[config.mk]
export PLATFORM = sky130hd
export DESIGN_NAME = tcb_dec_np_flat
export DESIGN_NICKNAME = d
export VERILOG_FILES = /design/src/rtl/tcb_pkg.sv /design/src/rtl/tcb_dec_np_if.sv /design/src/rtl/tcb_dly_pipe.sv /design/src/rtl/tcb_dec_np.sv /design/src/flat_wrapper.sv
export SDC_FILE = /design/constraint.sdc
export NUM_CORES = 1
export LEC_CHECK = 0
export ABC_AREA = 1
export BUFFER_PORTS_ARGS = -buffer_cell sky130_fd_sc_hd__buf_4
export CAP_MARGIN = 20
export CORE_AREA = 5 5 208 210
export DETAILED_ROUTE_END_ITERATION = 10
export DIE_AREA = 0 0 213 215
export GPL_ROUTABILITY_DRIVEN = 0
export GPL_TIMING_DRIVEN = 0
export PLACE_DENSITY = 0.41
export SYNTH_ARGS = -nofsm -noshare
export SYNTH_HDL_FRONTEND = slang
export SYNTH_HIERARCHICAL = 1
export SYNTH_SLANG_ARGS = --single-unit
[constraint.sdc]
create_clock -name clk -period 2.4 [get_ports clk]
set_input_delay 0.72 -clock clk [delete_from_list [all_inputs] [get_ports clk]]
set_output_delay 0.72 -clock clk [all_outputs]
set_load 0.1 [all_outputs]
[src/rtl/tcb_pkg.sv]
// Shared TCB bus types and the fixed-priority port picker used by the decoder.
package tcb_pkg;

    // The request/response structs carry the SoC bus widths.
    localparam int unsigned TCB_AW = 32;
    localparam int unsigned TCB_DW = 32;
    localparam int unsigned TCB_BW = TCB_DW / 8;

    typedef struct packed {
        logic              wen;
        logic [TCB_BW-1:0] ben;
        logic [TCB_AW-1:0] adr;
        logic [TCB_DW-1:0] wdt;
    } tcb_req_t;

    typedef struct packed {
        logic [TCB_DW-1:0] rdt;
        logic              err;
    } tcb_rsp_t;

    // Lowest set bit wins; an empty vector returns 0 (caller flags unmapped).
    function automatic logic [3:0] tcb_dec_pri(input logic [15:0] hit);
        logic [3:0] idx;
        idx = '0;
        for (int i = 15; i >= 0; i--) begin
            if (hit[i]) idx = 4'(i);
        end
        return idx;
    endfunction

endpackage

[src/rtl/tcb_dec_np_if.sv]
// Bus bundle between the upstream manager, the decoder and PN subordinates.
interface tcb_dec_np_if #(
    parameter int unsigned AW = 32,
    parameter int unsigned DW = 32,
    parameter int unsigned BW = DW / 8,
    parameter int unsigned PN = 4
);
    logic             sub_vld;
    logic             sub_wen;
    logic [BW-1:0]    sub_ben;
    logic [AW-1:0]    sub_adr;
    logic [DW-1:0]    sub_wdt;
    logic [DW-1:0]    sub_rdt;
    logic             sub_err;
    logic             sub_rdy;
    logic [PN-1:0]    man_vld;
    logic [PN-1:0]    man_wen;
    logic [PN*BW-1:0] man_ben;
    logic [PN*AW-1:0] man_adr;
    logic [PN*DW-1:0] man_wdt;
    logic [PN*DW-1:0] man_rdt;
    logic [PN-1:0]    man_err;
    logic [PN-1:0]    man_rdy;

    // Decoder side.
    modport slave (
        input  sub_vld, sub_wen, sub_ben, sub_adr, sub_wdt,
        output sub_rdt, sub_err, sub_rdy,
        output man_vld, man_wen, man_ben, man_adr, man_wdt,
        input  man_rdt, man_err, man_rdy
    );

    // Environment side: upstream manager plus the attached subordinates.
    modport master (
        output sub_vld, sub_wen, sub_ben, sub_adr, sub_wdt,
        input  sub_rdt, sub_err, sub_rdy,
        input  man_vld, man_wen, man_ben, man_adr, man_wdt,
        output man_rdt, man_err, man_rdy
    );
endinterface

[src/rtl/tcb_dly_pipe.sv]
// Fixed-length shift register; DLY=0 is a wire.
module tcb_dly_pipe #(
    parameter int unsigned W   = 1,
    parameter int unsigned DLY = 1
) (
    input  logic         clk,
    input  logic         rst,
    input  logic [W-1:0] d,
    output logic [W-1:0] q
);
    if (DLY == 0) begin : g_pass
        // Clock and reset have no role without stages.
        logic unused_clk_rst;
        assign unused_clk_rst = clk & rst;
        assign q = d;
    end else begin : g_pipe
        logic [W-1:0] stg [DLY];

        // Shift every cycle; reset clears all stages.
        always_ff @(posedge clk) begin
            if (!rst) begin
                for (int i = 0; i < DLY; i++) stg[i] <= '0;
            end else begin
                stg[0] <= d;
                for (int i = 1; i < DLY; i++) stg[i] <= stg[i-1];
            end
        end

        assign q = stg[DLY-1];
    end
endmodule

[src/rtl/tcb_dec_np.sv]
// TCB address decoder: one subordinate port fanned out to PN manager ports,
// fixed response delay, built-in error responder and unmapped-access counter.
module tcb_dec_np
    import tcb_pkg::*;
#(
    parameter int unsigned           AW  = 32,
    parameter int unsigned           DW  = 32,
    parameter int unsigned           BW  = DW / 8,
    parameter int unsigned           PN  = 4,
    parameter int unsigned           DLY = 1,
    parameter logic [PN-1:0][AW-1:0] ADR = '0,
    parameter logic [PN-1:0][AW-1:0] MSK = '1,
    parameter int unsigned           CW  = 16
) (
    input  logic          clk,
    input  logic          rst,
    tcb_dec_np_if.slave   bus,
    input  logic          cnt_clr,
    output logic [CW-1:0] cnt_unm
);
    localparam int unsigned SW = $clog2(PN);

    if (PN < 2 || PN > 16) begin : g_bad_pn
        $error("tcb_dec_np: PN=%0d outside 2..16", PN);
    end
    if (DLY > 4) begin : g_bad_dly
        $error("tcb_dec_np: DLY=%0d above 4", DLY);
    end
    if (AW != TCB_AW || DW != TCB_DW || BW != TCB_BW) begin : g_bad_width
        $error("tcb_dec_np: bus widths must match tcb_pkg");
    end

    function automatic logic ovl_f();
        logic o;
        o = 1'b0;
        for (int i = 0; i < PN; i++)
            for (int j = i + 1; j < PN; j++)
                if (((ADR[i] ^ ADR[j]) & MSK[i] & MSK[j]) == '0) o = 1'b1;
        return o;
    endfunction

    localparam logic OVERLAP = ovl_f();

    // Overlapping windows are legal (lowest port wins) but usually a config slip.
    always_comb begin
        ovl_chk: assert (!OVERLAP)
            else $warning("tcb_dec_np: overlapping address windows, lowest port wins");
    end

    logic [PN-1:0] hit;
    logic [SW-1:0] sel, sel_d;
    logic          unm, unm_d, act_d, trn;
    logic [SW+1:0] pipe_d, pipe_q;
    tcb_req_t      req;
    tcb_rsp_t      rsp;
    logic [CW-1:0] cnt;

    // Address window match per port.
    always_comb begin
        hit = '0;
        for (int i = 0; i < PN; i++)
            hit[i] = ((bus.sub_adr & MSK[i]) == (ADR[i] & MSK[i]));
    end

    assign sel = SW'(tcb_dec_pri(16'(hit)));
    assign unm = (hit == '0);

    // Unmapped requests are absorbed by the error responder in one cycle.
    assign bus.sub_rdy = unm ? 1'b1 : bus.man_rdy[sel];
    assign trn         = bus.sub_vld & bus.sub_rdy;

    // Only the selected port sees valid.
    always_comb begin
        bus.man_vld = '0;
        if (bus.sub_vld && !unm) bus.man_vld[sel] = 1'b1;
    end

    assign req.wen = bus.sub_wen;
    assign req.ben = bus.sub_ben;
    assign req.adr = bus.sub_adr;
    assign req.wdt = bus.sub_wdt;

    assign bus.man_wen = {PN{req.wen}};
    assign bus.man_ben = {PN{req.ben}};
    assign bus.man_adr = {PN{req.adr}};
    assign bus.man_wdt = {PN{req.wdt}};

    // Gating act with rst discards a transfer taken in a reset cycle (DLY=0 too).
    assign pipe_d = {sel, unm, trn & rst};

    tcb_dly_pipe #(
        .W   (SW + 2),
        .DLY (DLY)
    ) u_pipe (
        .clk (clk),
        .rst (rst),
        .d   (pipe_d),
        .q   (pipe_q)
    );

    assign {sel_d, unm_d, act_d} = pipe_q;

    // Response mux; nothing is reported while reset is asserted.
    always_comb begin
        rsp.rdt = bus.man_rdt[sel_d*DW +: DW];
        rsp.err = 1'b0;
        if (act_d && rst) begin
            if (unm_d) begin
                rsp.rdt = '0;
                rsp.err = 1'b1;
            end else begin
                rsp.err = bus.man_err[sel_d];
            end
        end
    end

    assign bus.sub_rdt = rsp.rdt;
    assign bus.sub_err = rsp.err;

    // Saturating unmapped-access counter; clear beats increment.
    always_ff @(posedge clk) begin
        if (!rst) begin
            cnt <= '0;
        end else if (cnt_clr) begin
            cnt <= '0;
        end else if (trn && unm && cnt != '1) begin
            cnt <= cnt + CW'(1);
        end
    end

    assign cnt_unm = cnt;
endmodule

[src/flat_wrapper.sv]
// flat-port wrapper written by rule: the top's interface ports become plain ports
module tcb_dec_np_flat import tcb_pkg::*;
#(
    parameter int unsigned           AW  = 32,
    parameter int unsigned           DW  = 32,
    parameter int unsigned           BW  = DW / 8,
    parameter int unsigned           PN  = 4,
    parameter int unsigned           DLY = 1,
    parameter logic [PN-1:0][AW-1:0] ADR = '0,
    parameter logic [PN-1:0][AW-1:0] MSK = '1,
    parameter int unsigned           CW  = 16
)
  (clk, rst, cnt_clr, cnt_unm, bus_sub_vld, bus_sub_wen, bus_sub_ben, bus_sub_adr, bus_sub_wdt, bus_sub_rdt, bus_sub_err, bus_sub_rdy, bus_man_vld, bus_man_wen, bus_man_ben, bus_man_adr, bus_man_wdt, bus_man_rdt, bus_man_err, bus_man_rdy);
  tcb_dec_np_if #(.AW(AW), .DW(DW), .BW(BW), .PN(PN)) bus_i ();
  input  logic clk;
  input  logic rst;
  input  logic cnt_clr;
  output logic [CW-1:0] cnt_unm;
  input wire logic [$bits(bus_i.sub_vld)-1:0] bus_sub_vld;
  input wire logic [$bits(bus_i.sub_wen)-1:0] bus_sub_wen;
  input wire logic [$bits(bus_i.sub_ben)-1:0] bus_sub_ben;
  input wire logic [$bits(bus_i.sub_adr)-1:0] bus_sub_adr;
  input wire logic [$bits(bus_i.sub_wdt)-1:0] bus_sub_wdt;
  output wire logic [$bits(bus_i.sub_rdt)-1:0] bus_sub_rdt;
  output wire logic [$bits(bus_i.sub_err)-1:0] bus_sub_err;
  output wire logic [$bits(bus_i.sub_rdy)-1:0] bus_sub_rdy;
  output wire logic [$bits(bus_i.man_vld)-1:0] bus_man_vld;
  output wire logic [$bits(bus_i.man_wen)-1:0] bus_man_wen;
  output wire logic [$bits(bus_i.man_ben)-1:0] bus_man_ben;
  output wire logic [$bits(bus_i.man_adr)-1:0] bus_man_adr;
  output wire logic [$bits(bus_i.man_wdt)-1:0] bus_man_wdt;
  input wire logic [$bits(bus_i.man_rdt)-1:0] bus_man_rdt;
  input wire logic [$bits(bus_i.man_err)-1:0] bus_man_err;
  input wire logic [$bits(bus_i.man_rdy)-1:0] bus_man_rdy;
  assign bus_i.sub_vld = bus_sub_vld;
  assign bus_i.sub_wen = bus_sub_wen;
  assign bus_i.sub_ben = bus_sub_ben;
  assign bus_i.sub_adr = bus_sub_adr;
  assign bus_i.sub_wdt = bus_sub_wdt;
  assign bus_sub_rdt = bus_i.sub_rdt;
  assign bus_sub_err = bus_i.sub_err;
  assign bus_sub_rdy = bus_i.sub_rdy;
  assign bus_man_vld = bus_i.man_vld;
  assign bus_man_wen = bus_i.man_wen;
  assign bus_man_ben = bus_i.man_ben;
  assign bus_man_adr = bus_i.man_adr;
  assign bus_man_wdt = bus_i.man_wdt;
  assign bus_i.man_rdt = bus_man_rdt;
  assign bus_i.man_err = bus_man_err;
  assign bus_i.man_rdy = bus_man_rdy;
  tcb_dec_np #(.AW(AW), .DW(DW), .BW(BW), .PN(PN), .DLY(DLY), .ADR(ADR), .MSK(MSK), .CW(CW)) u_core (.clk(clk), .rst(rst), .bus(bus_i), .cnt_clr(cnt_clr), .cnt_unm(cnt_unm));
endmodule
==> impl_metrics.tcl <==
set metrics [dict create \
    status "finished, violations left" \
    violations "setup timing" \
    yosys.cell_types.count 26 \
    met2_usage_pct 20.4 \
    setup_viol 2 \
    grt_first_pass_wirelength_um 38700 \
    grt_max_degree 13 \
    final_common_cell "buf_4" \
    min_path_type "reg2reg" \
    finalWorstSetupSlack_ns -0.0881 \
    cp-end-kind "output port" \
    path_class "in2out" \
    finalCoreUtilization_pct 26.0 \
    skew_ns 0.00268 \
    grt_pass1_vias 6380 \
    netlist_top_cells_area "buf_4, nor2_1, dfxtp_1" \
    cp_top_family "simple AND/OR/NAND/NOR gates" \
    cts_num_sinks 20 \
    vias 6289 \
    postRouteAntennaNets 0 \
    p_leak_uw 0.00539 \
    finalMaxSlewViolations 0 \
    powerDensity_nw_per_um2 453 \
    start_util_pct 11.1 \
    post-synth-top-area-cell "buf_4" \
    ioPinCount 539 \
    min_period_ns 2.49 \
    maxCapViolCount 0 \
    seq_area_frac_synth_pct 8.68 \
    critical_path.slowest_cell "buf_12" \
    cp_max_fo 3 \
    fp.dieH_um 215 \
    die_w_um 213 \
    rows 75 \
    synth-seq-cells 20 \
    critPathMaxStageDelay_ns 0.18 \
    antenna_found_initial 0 \
    h-tree-depth 1 \
    grt_use_met3_pct 1.98 \
    mostFrequentLayoutCells "buf_4, nor2_1, nand2_1, o21ai_1, buf_6" \
    whs_ns 0.515 \
    firstDrtPassIters 4 \
    synth.avg_cell_area_sq_um 5.92 \
    cts_buffer_depth 2 \
    synthesis.area_sq_um 4610 \
    drive_above_1_share_pct 71.3 \
    fp.coreArea_sq_um 41400 \
    drt_iter0_markers 217 \
    max_slew_margin_pct 60.7 \
    dieArea_sq_um 45800 \
    routed_via_density 3.41 \
    root_buffer "clkbuf_16" \
    syn_to_final_growth_pct 133 \
    crit_chain "buf_12, nor2_4, nand2_2, inv_1, nand2_1, nor2_2, nand2_4, clkbuf_16, nor2_4, buf_12" \
    nets 1516 \
    synth_edf_count 0 \
    critPathRequiredTime_ns 1.68 \
    yosysTopAreaCellShare_pct 45.4 \
    drc 0 \
    dp_hpwl_um 22800 \
    rsz0062_at_grt "true" \
    wire_per_inst_um 14.6 \
    critPathBufInv 4 \
    wirelength_um 27000 \
    use_met1_pct 12.6 \
    yosys_warnings 6 \
    clk_latency_ns 0.27 \
    total_power_uw 4870 \
    synthCells 779 \
    grt_usage_pct 10.7 \
    fin_tns_setup_ns -0.173 \
    crit_path_start_kind "primary input" \
    diodes 0 \
    gr-total-overflow 0 \
    numCtsBuffers 3 \
    path_clk_slew_ns 0.07 \
    min_period_over_period_pct 104 \
    cts_tree "built" \
    worst_slew_pin_slew_ns 0.590 \
    worstPathArrival_ns 1.77 \
    io_buffers 495 \
    synthArstFlopShare_pct 0 \
    fmax_ghz 0.402 \
    top_usage_layer "met2" \
    finalHoldViolCount 0 \
    ir_drop_v 0.000273 \
    synth_ff_type "dfxtp_1" \
]
-- layout make-up --
class / count / area [sq um]
Clock inverter: 1 / 30.0
Sequential cell: 20 / 408
Timing Repair Buffer: 519 / 4530
Inverter: 39 / 178
Clock buffer: 3 / 75.1
Tap cell: 539 / 674
Buffer: 307 / 2430
Fill cell: 4584 / 30600
Multi-Input combinational cell: 416 / 2430
-- what timing repair did --
action	4_1_cts	5_1_grt
setup endpoints to repair	35	32
gates resized for setup	219	107
hold endpoints to repair	0	0
buffers inserted	10	7
pin swaps	22	27
cloned	3	4
hold buffers	0	0
-- power by group --
group | switching, uW | internal (uW)
clock | 168 | 332
sequential | 6.49 | 335
combinational | 2850 | 1180
total | 3030 | 1840
-- final timing paths --
kind | start | endpoint | slack [ns] | cells after the start
worst min-delay path | u_core/cnt_unm[15] | u_core/cnt_unm[15] | 0.51 | 2
worst max register to register | u_core/cnt_unm[0] | u_core/cnt_unm[3] | 0.54 | 7
worst max-delay path | bus_sub_adr[23] | bus_man_vld[0] | -0.09 | 10
worst min register to register | u_core/cnt_unm[15] | u_core/cnt_unm[15] | 0.51 | 2
-- sequential cells by signal, summed over array words and instances, names as in the netlist --
name and cells:
u_core/cnt_unm 16, u_core/u_pipe/g_pipe.stg 4
-- per-layer routing --
metal  vias up  part of all wire (%)
li1       3231                     -
met1      2823                    39
met2       221                    53
met3        14                   6.7
met4         0                   1.0
met5         -                     0
-- tightest hold or removal path: stages, from the launching register on --
cell and delay [ns]:
dfxtp_1 0.34, nand2_1 0.07, a21oi_1 0.06
-- synthesized netlist by cell type (3+ instances only) --
| cell | count |
|---|---|
| clkbuf_1 | 20 |
| buf_1 | 6 |
| inv_1 | 37 |
| nand2_1 | 77 |
| buf_4 | 279 |
| nand3_1 | 15 |
| xor2_1 | 4 |
| nand3b_1 | 3 |
| a21oi_1 | 48 |
| nand4_1 | 15 |
| nor2_2 | 3 |
| o21ai_0 | 68 |
| dfxtp_1 | 20 |
| nor2_1 | 169 |
-- logic make-up (layout without fill, tap and decap cells) --
group           Yosys count  count (layout)  synth area share, %
compound gates          117             117                 12.8
xor+xnor                  5               5                0.949
fa+ha+maj                 1               1                0.271
buf+inv                 347             869                 51.2
flops                    20              20                 8.68
other cells               1               5               0.0813
simple gates            288             288                 26.1
-- stage by stage --
stage | area [sq um] | cells | worst slack [ns]
final | 10800 | 1844 | -0.0881
after CTS | 10300 | 1833 | -0.167
after global routing | 10800 | 1844 | -0.177
after detailed placement | 9420 | 1817 | -0.863
after global placement | 9420 | 1817 | -0.847
after floorplan | 5030 | 783 | -0.188
(Power assumes the default switching activity.)
